--- src/rtl/sram_port_arbiter.sv ---
// Round-robin arbiter sharing one single-port SRAM controller between the IF (port 0)
// and MEM (port 1) stages, with one transaction in flight and a watchdog on the controller.
module sram_port_arbiter #(
  parameter int ADDR_W  = 32,
  parameter int DATA_W  = 32,
  parameter int TIMEOUT = 255
) (
  input  logic              clk,
  input  logic              rst,
  input  logic              p0_rd,
  input  logic              p0_wr,
  input  logic [ADDR_W-1:0] p0_addr,
  input  logic [DATA_W-1:0] p0_wdata,
  output logic [DATA_W-1:0] p0_rdata,
  output logic              p0_ready,
  input  logic              p1_rd,
  input  logic              p1_wr,
  input  logic [ADDR_W-1:0] p1_addr,
  input  logic [DATA_W-1:0] p1_wdata,
  output logic [DATA_W-1:0] p1_rdata,
  output logic              p1_ready,
  output logic              mem_rd,
  output logic              mem_wr,
  output logic [ADDR_W-1:0] mem_addr,
  output logic [DATA_W-1:0] mem_wdata,
  input  logic [DATA_W-1:0] mem_rdata,
  input  logic              mem_ready,
  output logic              grant_id,
  output logic              busy,
  output logic              err
);

  localparam int CNT_W = (TIMEOUT > 0) ? $clog2(TIMEOUT + 1) : 1;
  localparam logic [CNT_W-1:0] WD_LAST = (TIMEOUT > 0) ? CNT_W'(TIMEOUT - 1) : '0;

  typedef enum logic [1:0] {IDLE, GRANT, TURN} state_t;

  state_t            state_q, state_d;
  logic              last_q, last_d;
  logic              grant_q, grant_d;
  logic              mem_rd_q, mem_rd_d;
  logic              mem_wr_q, mem_wr_d;
  logic [ADDR_W-1:0] mem_addr_q, mem_addr_d;
  logic [DATA_W-1:0] mem_wdata_q, mem_wdata_d;
  logic [DATA_W-1:0] p0_rdata_q, p0_rdata_d;
  logic [DATA_W-1:0] p1_rdata_q, p1_rdata_d;
  logic              p0_ready_q, p0_ready_d;
  logic              p1_ready_q, p1_ready_d;
  logic              err_q, err_d;
  logic [CNT_W-1:0]  wdcnt_q, wdcnt_d;

  logic              req0, req1, pick, wd_expired;
  logic [DATA_W-1:0] rd_result;

  assign req0       = p0_rd | p0_wr;
  assign req1       = p1_rd | p1_wr;
  assign wd_expired = (TIMEOUT != 0) && (wdcnt_q == WD_LAST);
  // An aborted read returns zero so the stage never consumes stale controller data
  assign rd_result  = mem_ready ? mem_rdata : '0;

  always_comb begin
    state_d     = state_q;
    last_d      = last_q;
    grant_d     = grant_q;
    mem_rd_d    = mem_rd_q;
    mem_wr_d    = mem_wr_q;
    mem_addr_d  = mem_addr_q;
    mem_wdata_d = mem_wdata_q;
    p0_rdata_d  = p0_rdata_q;
    p1_rdata_d  = p1_rdata_q;
    p0_ready_d  = 1'b0;
    p1_ready_d  = 1'b0;
    err_d       = err_q;
    wdcnt_d     = wdcnt_q;
    pick        = 1'b0;

    case (state_q)
      IDLE: begin
        if (req0 || req1) begin
          pick        = (req0 && req1) ? ~last_q : req1;
          grant_d     = pick;
          mem_addr_d  = pick ? p1_addr : p0_addr;
          mem_wdata_d = pick ? p1_wdata : p0_wdata;
          mem_wr_d    = pick ? p1_wr : p0_wr;
          mem_rd_d    = pick ? (p1_rd & ~p1_wr) : (p0_rd & ~p0_wr);
          wdcnt_d     = '0;
          state_d     = GRANT;
        end
      end
      GRANT: begin
        if (wdcnt_q != '1) wdcnt_d = wdcnt_q + CNT_W'(1);
        if (mem_ready || wd_expired) begin
          if (mem_rd_q) begin
            if (grant_q) p1_rdata_d = rd_result;
            else         p0_rdata_d = rd_result;
          end
          if (grant_q) p1_ready_d = 1'b1;
          else         p0_ready_d = 1'b1;
          if (!mem_ready) err_d = 1'b1;
          mem_rd_d = 1'b0;
          mem_wr_d = 1'b0;
          last_d   = grant_q;
          state_d  = TURN;
        end
      end
      TURN:    state_d = IDLE;
      default: state_d = IDLE;
    endcase
  end

  always_ff @(posedge clk or negedge rst) begin
    if (!rst) begin
      state_q     <= IDLE;
      last_q      <= 1'b1;
      grant_q     <= 1'b0;
      mem_rd_q    <= 1'b0;
      mem_wr_q    <= 1'b0;
      mem_addr_q  <= '0;
      mem_wdata_q <= '0;
      p0_rdata_q  <= '0;
      p1_rdata_q  <= '0;
      p0_ready_q  <= 1'b0;
      p1_ready_q  <= 1'b0;
      err_q       <= 1'b0;
      wdcnt_q     <= '0;
    end else begin
      state_q     <= state_d;
      last_q      <= last_d;
      grant_q     <= grant_d;
      mem_rd_q    <= mem_rd_d;
      mem_wr_q    <= mem_wr_d;
      mem_addr_q  <= mem_addr_d;
      mem_wdata_q <= mem_wdata_d;
      p0_rdata_q  <= p0_rdata_d;
      p1_rdata_q  <= p1_rdata_d;
      p0_ready_q  <= p0_ready_d;
      p1_ready_q  <= p1_ready_d;
      err_q       <= err_d;
      wdcnt_q     <= wdcnt_d;
    end
  end

  assign mem_rd    = mem_rd_q;
  assign mem_wr    = mem_wr_q;
  assign mem_addr  = mem_addr_q;
  assign mem_wdata = mem_wdata_q;
  assign p0_rdata  = p0_rdata_q;
  assign p1_rdata  = p1_rdata_q;
  assign p0_ready  = p0_ready_q;
  assign p1_ready  = p1_ready_q;
  assign grant_id  = grant_q;
  assign busy      = (state_q != IDLE);
  assign err       = err_q;

endmodule

--- config.mk ---
export PLATFORM = sky130hd
export DESIGN_NAME = sram_port_arbiter
export DESIGN_NICKNAME = d
export VERILOG_FILES = /design/src/rtl/sram_port_arbiter.sv
export SDC_FILE = /design/constraint.sdc
export NUM_CORES = 1
export LEC_CHECK = 0
export BUFFER_PORTS_ARGS = -buffer_cell sky130_fd_sc_hd__buf_2
export CORE_MARGIN = 4
export CORE_UTILIZATION = 30
export CTS_BUF_LIST = sky130_fd_sc_hd__clkbuf_8 sky130_fd_sc_hd__clkbuf_16
export DETAILED_ROUTE_END_ITERATION = 8
export PLACE_DENSITY = 0.59
export RECOVER_POWER = 50
export SLEW_MARGIN = 20
export SYNTH_ARGS = -nofsm -noshare
export SYNTH_HDL_FRONTEND = slang
export SYNTH_SLANG_ARGS = --single-unit
export TNS_END_PERCENT = 1
--- constraint.sdc ---
create_clock -name clk -period 2.05 [get_ports clk]
set_clock_uncertainty 0.1 [all_clocks]
set_input_delay 0.41 -clock clk [delete_from_list [all_inputs] [get_ports clk]]
set_output_delay 0.41 -clock clk [all_outputs]
set_load 0.02 [all_outputs]
==> flow_summary.toml <==
[outcome]
status = "finished, final reports clean"

[logic_synthesis]
syn_avg_cell_area_sq_um = 10.5
synthTopCellsByCount = "dfrtp_1 (144), a21oi_1 (129), nand2_1 (72)"
netlist-cell-type-count = 38
synth-simple-area-share_pct = 11.8
synth_nets = 753
synth_fa_ha_area_share_pct = 0.409
synthMuxAreaShare_pct = 0
ys_seq_area_share_pct = 59.3
yosys_register_bits = 145
syn_inst = 584
synth_most_common_cell = "dfrtp_1"
yosysTopAreaCell = "dfrtp_1"
ys_top_cells_by_area = "dfrtp_1 (59%), a21oi_1 (11%), a32o_1 (10%)"
synth_area_sq_um = 6120
async_flop_share_pct = 100
synth_top_area_share_pct = 58.9
synth_top_family_by_area = "compound AO/OA/AOI/OAI gates"
synth_xor_area_share_pct = 0.143
synth-main-ff-cell = "dfrtp_1"
synth_compound_area_share_pct = 23.4
synth_edf_count = 0
yosysWarnings = 0

[timing]
fin_crit_sh_pct = 89.6
period_needed_ns = 1.84
rsz0062_at_grt = "false"
slew_violations = 0
worst_slew_pin_slew_ns = 1.14
timing.fmax_mhz = 544
setup_viol = 0
hold_violations = 0
slew_headroom_pct = 23.9
final.setup.tns_ns = 0

[global_routing]
grt_pass1_vias = 5870
grt_usage_pct = 17.2
grt_overflow = 0
grt_pass1_wl_um = 30800
grt_max_degree = 66
antenna_found_initial = 4

[worst_setup_path]
worstSetupEndpointType = "register"
crit_slowest_cell = "dfstp_2"
crit_arrival_ns = 2.07
start_kind = "register"
rr_endpoint = "mem_addr[10]"
worstRegToRegCells = 6
cp_cell_sequence = "o21ai_0 > buf_4 > o21ai_4 > buf_4 > nand2_1 > a21oi_1"
rr_startpoint = "last_q"
cpPeakStageDelay_ns = 0.57
path_max_fanout = 43
crit_required_ns = 2.28
worstSetupPathType = "reg -> reg"
crit_top_cell = "buf_4"
r2r_setup_slack_ns = 0.21

[power]
powerDensity_nw_per_um2 = 1720
power.leakage_nw = 3.97
vdd_drop_max_uv = 601

[routing]
wirelength_um = 20100
first_pass_iters = 4
first_iter_violations = 220
drc = 0
vias = 5758
drt-wirelength-per-cell_um = 17.3
ant_nets = 0
via_per_inst = 4.97

[clock_tree]
cts_max_path_buffers = 2
cts-buffers-inserted = 17
cts_tree = "built"
path_clk_slew_ns = 0.07
cts.sinks = 145
clockRootBuffer = "clkbuf_16"
htreeDepth = 4
clkLatencyLatePin_ns = 0.42

[worst_hold_path]
hp-start = "p0_addr[19]"
min_path_type = "in -> reg"
whs_path_depth = 3
holdPathEnd = "mem_addr[19]"

[finish]
fin_nets = 1047
fin_cells = 1159
fill_cells = 1997
drive_gt1_share_pct = 33.9
synthToLayoutAreaGrowth_pct = 38.4

[floorplanning]
coreArea_sq_um = 19800
io_pins = 302
die_h_um = 151
num_rows = 51
die_x_um = 151
die_area_sq_um = 22800
initial_core_util_pct = 30.9

[placed_design]
dp_hpwl_um = 14100
placed_cells = 1123
portBuffers = 301
place.gp.congestion = 0.785

[job]
max-cap-violations = 0
==> layout by cell type, fill, tap and decap left out, drive strengths merged, types with 2 or more instances in the layout <==
cell / n
clkbuf: 85
buf: 255
nor4: 2
a21oi: 129
inv: 15
o21ai: 10
o21bai: 2
nor3: 2
ha: 2
nand2: 74
a32o: 64
nand2b: 3
clkinv: 2
diode: 3
nand3: 9
and3: 3
dfrtp: 144
nor2: 70
a31oi: 2
==> worst max-delay path, delay by kind of cell (launching register included) <==
| family | cells | cell delay [ns] |
|---|---|---|
| AND/OR/NAND/NOR | 1 | 0.15 |
| buffers and inverters | 2 | 0.58 |
| AO/OA/AOI/OAI | 3 | 0.33 |
| flip-flops | 1 | 0.57 |
==> through the flow <==
stage	area, sq um	utilization, %	hold WS (ns)	setup WS (ns)	power, W
final	8480	42.8	0.114	0.213	0.0146
after global placement	7980	40.3	0.266	0.229	0.0117
after floorplan	6120	-	0.0144	0.493	0.00924
after detailed placement	7980	40.3	0.264	0.196	0.0118
after global routing	8480	42.8	0.0977	0.0530	0.0156
after CTS	8570	43.3	0.0842	0.178	0.0150
==> kinds of logic (layout without fill, tap and decap cells) <==
logic type / after synthesis / count (layout)
AOI/OAI and AO/OA: 214 / 214
and+or+nand+nor: 169 / 169
DFF: 145 / 145
buffers and inverters: 53 / 360
adders and majority gates: 2 / 2
xor gates and xnor gates: 1 / 1
other: 0 / 3
==> how the worst max path moves through the flow <==
| stage | cells after the start | slack, ns | endpoint | from |
|---|---|---|---|---|
| after floorplan | 7 | 0.49 | p0_rdata[10] | wdcnt_q[0] |
| after CTS | 3 | 0.18 | busy | state_q[0] |
| after global routing | 6 | 0.05 | mem_addr[10] | last_q |
| after detailed placement | 7 | 0.20 | mem_wdata[11] | p1_wr |
| final | 6 | 0.21 | mem_addr[10] | last_q |
| after global placement | 6 | 0.23 | mem_wdata[23] | last_q |
==> registers in the layout, indices dropped and copies added (netlist names) <==
name / count
err: 1
p0_rdata: 32
state_q: 2
p0_ready: 1
p1_ready: 1
mem_addr: 32
p1_rdata: 32
mem_wr: 1
mem_wdata: 32
mem_rd: 1
grant_id: 1
wdcnt_q: 8
last_q: 1
==> power by group <==
part	internal, W	leakage (nW)	switching (W)
combinational	0.00226	1.94	0.00421
clock	0.00174	0.289	0.00139
sequential	0.00422	1.74	0.000770
==> cell type report <==
class / count / area, sq um / area share [%]
timing repair buffer: 324 / 1690 / 20.0
multi-input combinational: 386 / 2210 / 26.1
clock buffer: 17 / 425 / 5.02
clock inverter: 15 / 160 / 1.89
sequential: 145 / 3630 / 42.8
inverter: 4 / 15.0 / 0.177
antenna: 3 / 7.51 / 0.0886
tap: 265 / 332 / 3.91
==> timing repair <==
item | 4_1_cts | 5_1_grt
buffers inserted | 0 | 0
hold buffers | 1 | 0
gates resized for setup | 0 | 0
setup endpoints to repair | 0 | 0
endpoints found under the hold margin | 37 | 0
==> metal layers <==
metal  GRT usage (%)  wire [um]  share of wire (%)
met5               0          7              0.035
met4            6.94        335                1.7
met3            6.70       2140                 11
met2            26.7       8980                 45
met1            21.7       8600                 43
(Power assumes the default switching activity.)
